## src/rtl/irq_pkg.sv

```systemverilog
// Shared constants and helpers for the interrupt request priority encoder.
package irq_pkg;

    localparam int IRQ_N = 4;

    function automatic int clog2(input int value);
        int result;
        result = 0;
        while ((1 << result) < value) begin
            result++;
        end
        return result;
    endfunction

    localparam int IRQ_IDX_W = clog2(IRQ_N);

endpackage

```

## src/rtl/priority_pick_n.sv

```systemverilog
// Combinational find-first-set over N bits, scanning upward from i_offset and wrapping.
module priority_pick_n
    import irq_pkg::*;
#(
    parameter int N = IRQ_N,
    parameter int W = IRQ_IDX_W
) (
    input  logic [N-1:0] i_vec,
    input  logic [W-1:0] i_offset,
    output logic [W-1:0] o_index,
    output logic         o_any
);

    // NOTE: every output gets a default before the loop so no path leaves it unassigned (no latch).
    always_comb begin
        int j;
        o_any   = 1'b0;
        o_index = '0;
        j       = 0;
        for (int k = 0; k < N; k++) begin
            j = (int'(i_offset) + k) % N;
            if (!o_any && i_vec[j]) begin
                o_any   = 1'b1;
                o_index = W'(j);
            end
        end
    end

endmodule

```

## src/rtl/irq_priority_encoder.sv

```systemverilog
// Edge-captured request lines, masked priority select and an ack-held grant.
// Optional macro IRQ_ROUND_ROBIN_EN replaces fixed lowest-index priority with a rotating pointer.
module irq_priority_encoder
    import irq_pkg::*;
#(
    parameter int N = IRQ_N,
    parameter int W = IRQ_IDX_W
) (
    input  logic         clock,
    input  logic         reset,
    input  logic [N-1:0] req,
    input  logic [N-1:0] mask,
    input  logic         ack,
    input  logic         clear,
    output logic         valid,
    output logic [W-1:0] index,
    output logic [N-1:0] pending
);

    logic [N-1:0] r_req_q;
    logic [N-1:0] r_pending;
    logic         r_valid;
    logic [W-1:0] r_index;

    logic [N-1:0] w_rise;
    logic [N-1:0] w_clr;
    logic [N-1:0] w_pending_next;
    logic [N-1:0] w_cand;
    logic         w_ack_fire;
    logic [W-1:0] w_offset;
    logic [W-1:0] w_winner;
    logic         w_any;

    assign w_rise     = req & ~r_req_q;
    assign w_ack_fire = r_valid & ack;
    assign w_cand     = r_pending & mask;

    always_comb begin
        w_clr = '0;
        for (int i = 0; i < N; i++) begin
            w_clr[i] = clear | (w_ack_fire && (r_index == W'(i)));
        end
    end

    // A rise in the same cycle as its clear keeps the bit pending.
    assign w_pending_next = w_rise | (r_pending & ~w_clr);

`ifdef IRQ_ROUND_ROBIN_EN
    logic [W-1:0] r_rr_ptr;

    always_ff @(posedge clock) begin
        if (!reset) begin
            r_rr_ptr <= '0;
        end else if (w_ack_fire) begin
            r_rr_ptr <= (r_index == W'(N - 1)) ? '0 : r_index + 1'b1;
        end
    end

    assign w_offset = r_rr_ptr;
`else
    assign w_offset = '0;
`endif

    priority_pick_n #(
        .N (N),
        .W (W)
    ) u_pick (
        .i_vec    (w_cand),
        .i_offset (w_offset),
        .o_index  (w_winner),
        .o_any    (w_any)
    );

    // NOTE: state registers use non-blocking assignments so every flop samples pre-edge values.
    always_ff @(posedge clock) begin
        if (!reset) begin
            r_req_q   <= '0;
            r_pending <= '0;
            r_valid   <= 1'b0;
            r_index   <= '0;
        end else begin
            r_req_q   <= req;
            r_pending <= w_pending_next;
            if (clear) begin
                r_valid <= 1'b0;
            end else if (r_valid) begin
                // Held grant is never preempted; an ack opens a one-cycle gap.
                if (ack) begin
                    r_valid <= 1'b0;
                end
            end else if (w_any) begin
                r_valid <= 1'b1;
                r_index <= w_winner;
            end
        end
    end

    assign valid   = r_valid;
    assign index   = r_index;
    assign pending = r_pending;

endmodule

```

## config.mk

```make
export PLATFORM = sky130hd
export DESIGN_NAME = irq_priority_encoder
export DESIGN_NICKNAME = d
export VERILOG_FILES = /design/src/rtl/irq_pkg.sv /design/src/rtl/priority_pick_n.sv /design/src/rtl/irq_priority_encoder.sv
export SDC_FILE = /design/constraint.sdc
export NUM_CORES = 1
export LEC_CHECK = 0
export CORE_AREA = 10 10 47 49
export CTS_BUF_LIST = sky130_fd_sc_hd__clkbuf_4
export DETAILED_ROUTE_END_ITERATION = 8
export DIE_AREA = 0 0 57 59
export GPL_TIMING_DRIVEN = 0
export SYNTH_ARGS = -nofsm -noshare
export SYNTH_HDL_FRONTEND = slang
export SYNTH_SLANG_ARGS = --single-unit
```

## constraint.sdc

```tcl
create_clock -name clock -period 1.2 [get_ports clock]
set_input_delay 0.24 -clock clock [delete_from_list [all_inputs] [get_ports clock]]
set_output_delay 0.24 -clock clock [all_outputs]
set_load 0.05 [all_outputs]
```

==> impl_results.rst, run 1 <==
.. list-table::
   :header-rows: 1

   * - Metric
     - Value
   * - Number of antenna violations at the first check in global routing
     - 0
   * - Portion of synthesized cell area occupied by the leading cell type
     - 51.6%
   * - Share of cells above drive strength 1
     - 23.2%
   * - Power Density
     - 1320 nW/um^2
   * - Vertical extent of the die
     - 59 microns
   * - Die width
     - 57 microns
   * - Fin crit period
     - 1.18 ns
   * - Cell area after synthesis
     - 427 sq um
   * - Worst min-delay path startpoint
     - r_req_q[0]
   * - Setup-failing EPs final
     - 0
   * - Total count of hold-check failures in the final report
     - 0
   * - Bufs on Longest Clock Path
     - 2
   * - Worst setup timing slack at the placement stage
     - -0.302 ns
   * - Pin count of the biggest net entering global routing
     - 9
   * - Effective utilization at floorplan
     - 30.4%
   * - Via count of the first global-routing pass
     - 417
   * - Data required time at the worst endpoint
     - 0.96 ns
   * - Portion of the post-synthesis area used by sequential elements
     - 51.6%
   * - Top delay family on crit path
     - flip-flops
   * - Syn_nets
     - 59
   * - Post-synthesis cell count
     - 47
   * - Number of buffers inserted to repair setup after CTS
     - 0
   * - Clock latency on the worst-skew pair
     - 0.26 ns
   * - Final worst path period share
     - 98.2%
   * - Post-route DRC
     - 0
   * - Nature of the critical path endpoint
     - output port
   * - Slowest stage cell, crit path
     - sky130_fd_sc_hd__dfxtp_1
   * - Clock tree from TritonCTS
     - built
   * - Final WL
     - 1090 microns
   * - Critical Setup Path Class
     - flop to output port
   * - Setup repair after global routing missed its margin
     - true
   * - Hold Path Cell Cnt
     - 1
   * - Highest fanout seen on the critical path
     - 5
   * - CTS root buf
     - sky130_fd_sc_hd__clkbuf_4
   * - Number of buffers inserted by port buffering
     - 18
   * - Mean cell area of the mapped netlist
     - 9.08 sq um
   * - Total iterations of the first detailed-routing run
     - 4
   * - Sequential cell area
     - 225 sq um
   * - Pins over their slew limit
     - 0
   * - Detailed Place HPWL
     - 898 microns
   * - Min setup slack post-route
     - 0.0220 ns
   * - MaxCap Viol Count
     - 0
   * - Synthesized flop and latch total
     - 11
   * - Global-route wire length before repair
     - 1810 microns
   * - Commonest cells after routing, fill and taps aside
     - 8 x sky130_fd_sc_hd__nand2_1, 8 x sky130_fd_sc_hd__clkdlybuf4s50_1, 7 x sky130_fd_sc_hd__dfxtp_1
   * - Hold buffer count at cts
     - 0
   * - Maximum level of the CTS H-tree
     - 1
   * - Arrival time at the worst endpoint
     - 0.94 ns
   * - Dominant cells by area after synthesis
     - sky130_fd_sc_hd__dfxtp_1 52%, sky130_fd_sc_hd__nand2_1 7.0%, sky130_fd_sc_hd__inv_1 5.3%, sky130_fd_sc_hd__o21ai_0 4.7%, sky130_fd_sc_hd__o311ai_0 4.1%
   * - Core Footprint
     - 1400 sq um
   * - Initial drt markers
     - 12
   * - Worst-case vdd ir drop
     - 0.000785 V
   * - WL per Instance
     - 12.8 microns
   * - Crit path launch type
     - flop
   * - Slew @ Worst Pin
     - 0.327 ns
   * - Ratio of routed vias to standard cells
     - 4.98
   * - Via count
     - 423
   * - Net count, final
     - 82
   * - Area of the multi-input gates
     - 184 sq um
   * - Std-Cell Rows
     - 14
   * - Register-to-Register Path Depth
     - 4
   * - Routability cong.
     - 0.748
   * - Total of warnings raised by yosys
     - 0
   * - Unique cell type count in the Yosys netlist
     - 17
   * - Start point of the critical path
     - pending[1]
   * - Worst max-slew margin expressed relative to the limit
     - 77.9%
   * - Number of I/O pins
     - 19
   * - TritonCTS Buffers
     - 3
   * - Worst Clk Skew
     - 0.00123 ns
   * - HP Class
     - flop to flop
   * - Largest stage delay on the critical path
     - 0.44 ns
   * - PnR Total Power
     - 839 uW
   * - Leakage power
     - 0.000284 uW
   * - Area Overhead vs Synth
     - 49.3%
   * - Clock transition at the register clock pins on the worst setup and hold paths after CTS
     - 0.07 ns
   * - Number of inserted diodes
     - 0
   * - Fillers
     - 156
   * - Full die area
     - 3360 sq um
   * - Largest area contributor in the netlist
     - sky130_fd_sc_hd__dfxtp_1
   * - Count of antenna-violating nets left after detailed routing
     - 0
   * - CTS sink count
     - 11
   * - Critical path depth in cells
     - 1
   * - Bufs and invs on worst path
     - 1
   * - Global-route usage over all layers
     - 6.65%
   * - Worst reg2reg startpoint
     - pending[2]
   * - Run status
     - finished clean
   * - Maximum operating frequency
     - 849 MHz
   * - Congestion Overflow GR
     - 0
   * - Cell-by-cell listing of the critical path
     - buf_4
[area by class of cell]
cell class	count	share of cell area, %
well taps	16	3.14
inverters	6	3.54
multi-input cells	30	28.9
clock buffers	4	4.72
flip-flops and latches	11	35.4
repair buffers	18	24.4
[flip-flops by register name, summed over array words and instances (netlist names)]
signal,flops
r_req_q,4
index,2
valid,1
pending,4
[synth_stat cells]
cell                        n
sky130_fd_sc_hd__o311ai_0   2
sky130_fd_sc_hd__dfxtp_1   11
sky130_fd_sc_hd__o41ai_1    1
sky130_fd_sc_hd__a221oi_2   1
sky130_fd_sc_hd__inv_1      6
sky130_fd_sc_hd__o21ai_0    4
sky130_fd_sc_hd__a22oi_1    1
sky130_fd_sc_hd__a22o_1     1
sky130_fd_sc_hd__a32o_1     1
sky130_fd_sc_hd__and2b_1    1
sky130_fd_sc_hd__nand3_1    2
sky130_fd_sc_hd__nand2_1    8
sky130_fd_sc_hd__a21oi_1    2
sky130_fd_sc_hd__o311ai_1   1
sky130_fd_sc_hd__o211ai_1   2
sky130_fd_sc_hd__o31ai_1    1
sky130_fd_sc_hd__nor2_1     2
[worst paths after layout]
| path | slack (ns) | endpoint |
|---|---|---|
| setup reg to reg | 0.07 | index[0] |
| hold reg to reg | 0.41 | pending[0] |
| hold / removal | 0.41 | pending[0] |
| setup / recovery | 0.02 | pending[1] |
[repair_timing]
action                                 4_1_cts  5_1_grt
setup endpoints to repair                    9        4
resized for setup                           40        2
pin swaps                                    2        2
endpoints found under the hold margin        0        0
[cell families after synthesis]
group / after synthesis / synth area share, %
compound gates: 17 / 30.2
buf+inv: 6 / 5.28
flops: 11 / 51.6
simple gates: 13 / 12.9
[power breakdown]
| part | switching (uW) | internal [uW] | leakage (uW) |
|---|---|---|---|
| clock | 113 | 151 | 0.0000184 |
| sequential | 22.4 | 390 | 0.0000923 |
| combinational | 96.6 | 65.6 | 0.000173 |
[through the flow]
stage                     instance area (sq um)  setup TNS, ns  utilization [%]  std cells  hold slack (ns)
after global placement                      632          -3.21             45.1         81            0.394
after global routing                        637        -0.0639             45.4         85            0.419
after floorplan                             432         -0.187                -         47            0.345
after detailed placement                    632          -3.24             45.1         81            0.402
final                                       637              0             45.4         85            0.406
after CTS                                   632              0             45.1         85            0.412
[per-layer routing]
layer	GRT usage [%]	vias to the layer above	wire, microns
met5	0	-	0
met4	5.03	0	8
met3	3.65	2	116
met2	8.99	14	464
met1	7.59	188	498
li1	-	219	-
Power figures use the tool's default switching activity.
==> inputs of run 2 (changes only) <==
clock period = 1.24 ns   (was 1.2 ns; I/O delays follow)
==> impl_results.rst, run 2 (synthesis results as in run 1) <==
.. list-table::
   :header-rows: 1

   * - Metric
     - Value
   * - Run status
     - finished clean
   * - Crit path launch type
     - flop
   * - Clock transition at the register clock pins on the worst setup and hold paths after CTS
     - 0.06 ns (about the same)
   * - Total iterations of the first detailed-routing run
     - 2 (-2)
   * - Ratio of routed vias to standard cells
     - 5.08 (+2.1%)
   * - Arrival time at the worst endpoint
     - 0.94 ns (about the same)
   * - Die width
     - 57 microns (unchanged)
   * - Highest fanout seen on the critical path
     - 5 (unchanged)
   * - Setup-failing EPs final
     - 0 (unchanged)
   * - Clock tree from TritonCTS
     - built
   * - Pins over their slew limit
     - 0 (unchanged)
   * - WL met1
     - 486 microns (-2.4%)
   * - Net count, final
     - 83 (+1.2%)
   * - Global-route wire length before repair
     - 1700 microns (-5.7%)
   * - Cell internal power dissipation
     - 596 uW (-1.7%)
   * - Worst max-slew margin expressed relative to the limit
     - 78.4% (+0.44 points)
   * - Sw frac
     - 27.9% (+0.22 points)
   * - Share of power burned in combinational logic
     - 20.9% (+1.6 points)
   * - Congestion Overflow GR
     - 0 (unchanged)
   * - Final worst path period share
     - 96.0%
   * - Total count of hold-check failures in the final report
     - 0 (unchanged)
   * - Top delay family on crit path
     - flip-flops
   * - Post-route DRC
     - 0 (unchanged)
   * - Hold buffer count at cts
     - 0 (unchanged)
   * - Number of placed instances, taps included
     - 81 (unchanged)
   * - Leakage power
     - 0.000322 uW (+13%)
   * - Fin crit period
     - 1.19 ns
   * - Global-route usage over all layers
     - 6.51% (-0.14 points)
   * - Slew @ Worst Pin
     - 0.324 ns (-0.00296 ns)
   * - Commonest cells after routing, fill and taps aside
     - 8 x sky130_fd_sc_hd__nand2_1, 7 x sky130_fd_sc_hd__dfxtp_1, 7 x sky130_fd_sc_hd__clkdlybuf4s50_1
   * - Post-Layout Cell Count
     - 86 (+1.2%)
   * - Routability cong.
     - 0.702 (-6.1%)
   * - Cell-by-cell listing of the critical path
     - buf_2
   * - CTS root buf
     - sky130_fd_sc_hd__clkbuf_4
   * - Area Overhead vs Synth
     - 59.5%
   * - Count of antenna-violating nets left after detailed routing
     - 0 (unchanged)
   * - Bufs on Longest Clock Path
     - 2 (unchanged)
   * - Maximum operating frequency
     - 840 MHz
   * - NetSw
     - 230 uW (-0.67%)
   * - Most common cell after layout, fill and taps aside
     - sky130_fd_sc_hd__nand2_1
   * - Met3 wire length
     - 73 microns (-37%)
   * - Detailed Place HPWL
     - 873 microns (-2.8%)
   * - Maximum level of the CTS H-tree
     - 1 (unchanged)
   * - Area of placed instances
     - 631 sq um (-0.20%)
   * - WL per Instance
     - 12.9 microns (+0.66%)
   * - Met2 wire length
     - 539 microns (+16%)
   * - Largest stage delay on the critical path
     - 0.39 ns (-0.05 ns)
   * - Number of buffers inserted by port buffering
     - 18 (unchanged)
   * - Relative contribution of sequential cells to total power
     - 48.6% (-0.6 points)
   * - Number of antenna violations at the first check in global routing
     - 0 (unchanged)
   * - Finished Cell Area
     - 681 sq um (+6.9%)
   * - Highest layer used for signal routing
     - met4
   * - Worst-case vdd ir drop
     - 0.000641 V (-18%)
   * - Vertical extent of the die
     - 59 microns (unchanged)
   * - Initial drt markers
     - 9 (-3)
   * - Share of cells above drive strength 1
     - 27.1% (+4.0 points)
   * - MaxCap Viol Count
     - 0 (unchanged)
   * - Critical Setup Path Class
     - flop to output port
   * - Core Footprint
     - 1400 sq um (unchanged)
   * - Util after Layout
     - 48.6% (+3.1 points)
   * - Nature of the critical path endpoint
     - output port
   * - Number of inserted diodes
     - 0 (unchanged)
   * - Via count of the first global-routing pass
     - 407 (-2.4%)
   * - Pin count of the biggest net entering global routing
     - 9 (unchanged)
   * - Final WL
     - 1110 microns (+1.8%)
   * - Fillers
     - 152 (-2.6%)
   * - Final total negative setup slack
     - 0 ns (unchanged)
   * - Data required time at the worst endpoint
     - 0.99 ns (+0.03 ns)
   * - Clock latency on the worst-skew pair
     - 0.26 ns (about the same)
   * - Share of power burned in the clock network
     - 30.5% (-1.0 points)
   * - Slowest stage cell, crit path
     - sky130_fd_sc_hd__dfxtp_1
   * - TritonCTS Buffers
     - 3 (unchanged)
   * - Full die area
     - 3360 sq um (unchanged)
   * - CTS sink count
     - 11 (unchanged)
   * - HP Class
     - primary input to flop
   * - Power Density
     - 1210 nW/um^2 (-7.8%)
   * - Via count
     - 437 (+3.3%)
   * - Number of I/O pins
     - 19 (unchanged)
   * - Effective utilization at floorplan
     - 30.4% (unchanged)
   * - Worst Clk Skew
     - 0.00177 ns (+0.000540 ns)
   * - Bufs and invs on worst path
     - 1 (unchanged)
   * - Std-Cell Rows
     - 14 (unchanged)
==> run 2: changes by cell type in the layout (fill, tap and decap cells not counted), sizes merged <==
cell	previous run	this run
buf	6	7
dlygate4sd2	2	0
clkdlybuf4s50	8	7
dlymetal6s2s	1	4
==> run 2: metrics by stage <==
stage	hold WS, ns	power (uW)	setup WS, ns
after detailed placement	0.402	578	-0.296
after global routing	0.347	873	-0.00406
after CTS	0.411	824	0.000508
after floorplan	0.353	494	-0.0564
after global placement	0.394	577	-0.266
final	0.340	826	0.0492
==> run 2: final timing paths <==
check	startpoint	slack (ns)	depth (start not counted)	to
min reg2reg	r_req_q[2]	0.41	1	pending[2]
max reg2reg	pending[2]	0.09	4	index[0]
min	clear	0.34	2	index[0]
max	index[1]	0.05	1	index[1]
==> run 2: metal layers <==
| layer | vias to the layer above | global-route usage [%] |
|---|---|---|
| li1 | 221 | - |
| met3 | 2 | 3.43 |
| met4 | 0 | 5.03 |
| met1 | 203 | 6.60 |
| met2 | 11 | 9.92 |
| met5 | - | 0 |
==> run 2: layout make-up <==
type	instances	area [sq um]	share of cell area, %
sequential	11	225	33.1
multi-input combinational	30	210	30.9
inverter	6	22.5	3.31
tap	16	20.0	2.94
clock buffer	4	30.0	4.41
timing repair buffer	19	173	25.4
==> run 2: timing repair <==
action	4_1_cts	5_1_grt
buffers inserted	0	1
gates resized for setup	35	15
gates cloned	0	0
pin swaps	1	3
setup endpoints to repair	8	6
==> run 2: power by group through the flow <==
stage	Sequential, uW	Clock [uW]	Combinational, uW
after floorplan	455	0	39.1
after global placement	406	0	171
after detailed placement	406	0	172
after CTS	398	267	159
after global routing	404	284	184
final	402	252	172
==> inputs of run 3 (changes only) <==
CTS_CLUSTER_SIZE = 10   (was unset)
==> results of run 3 <==
Final layout, timing and power as in run 2 (identical DEF).
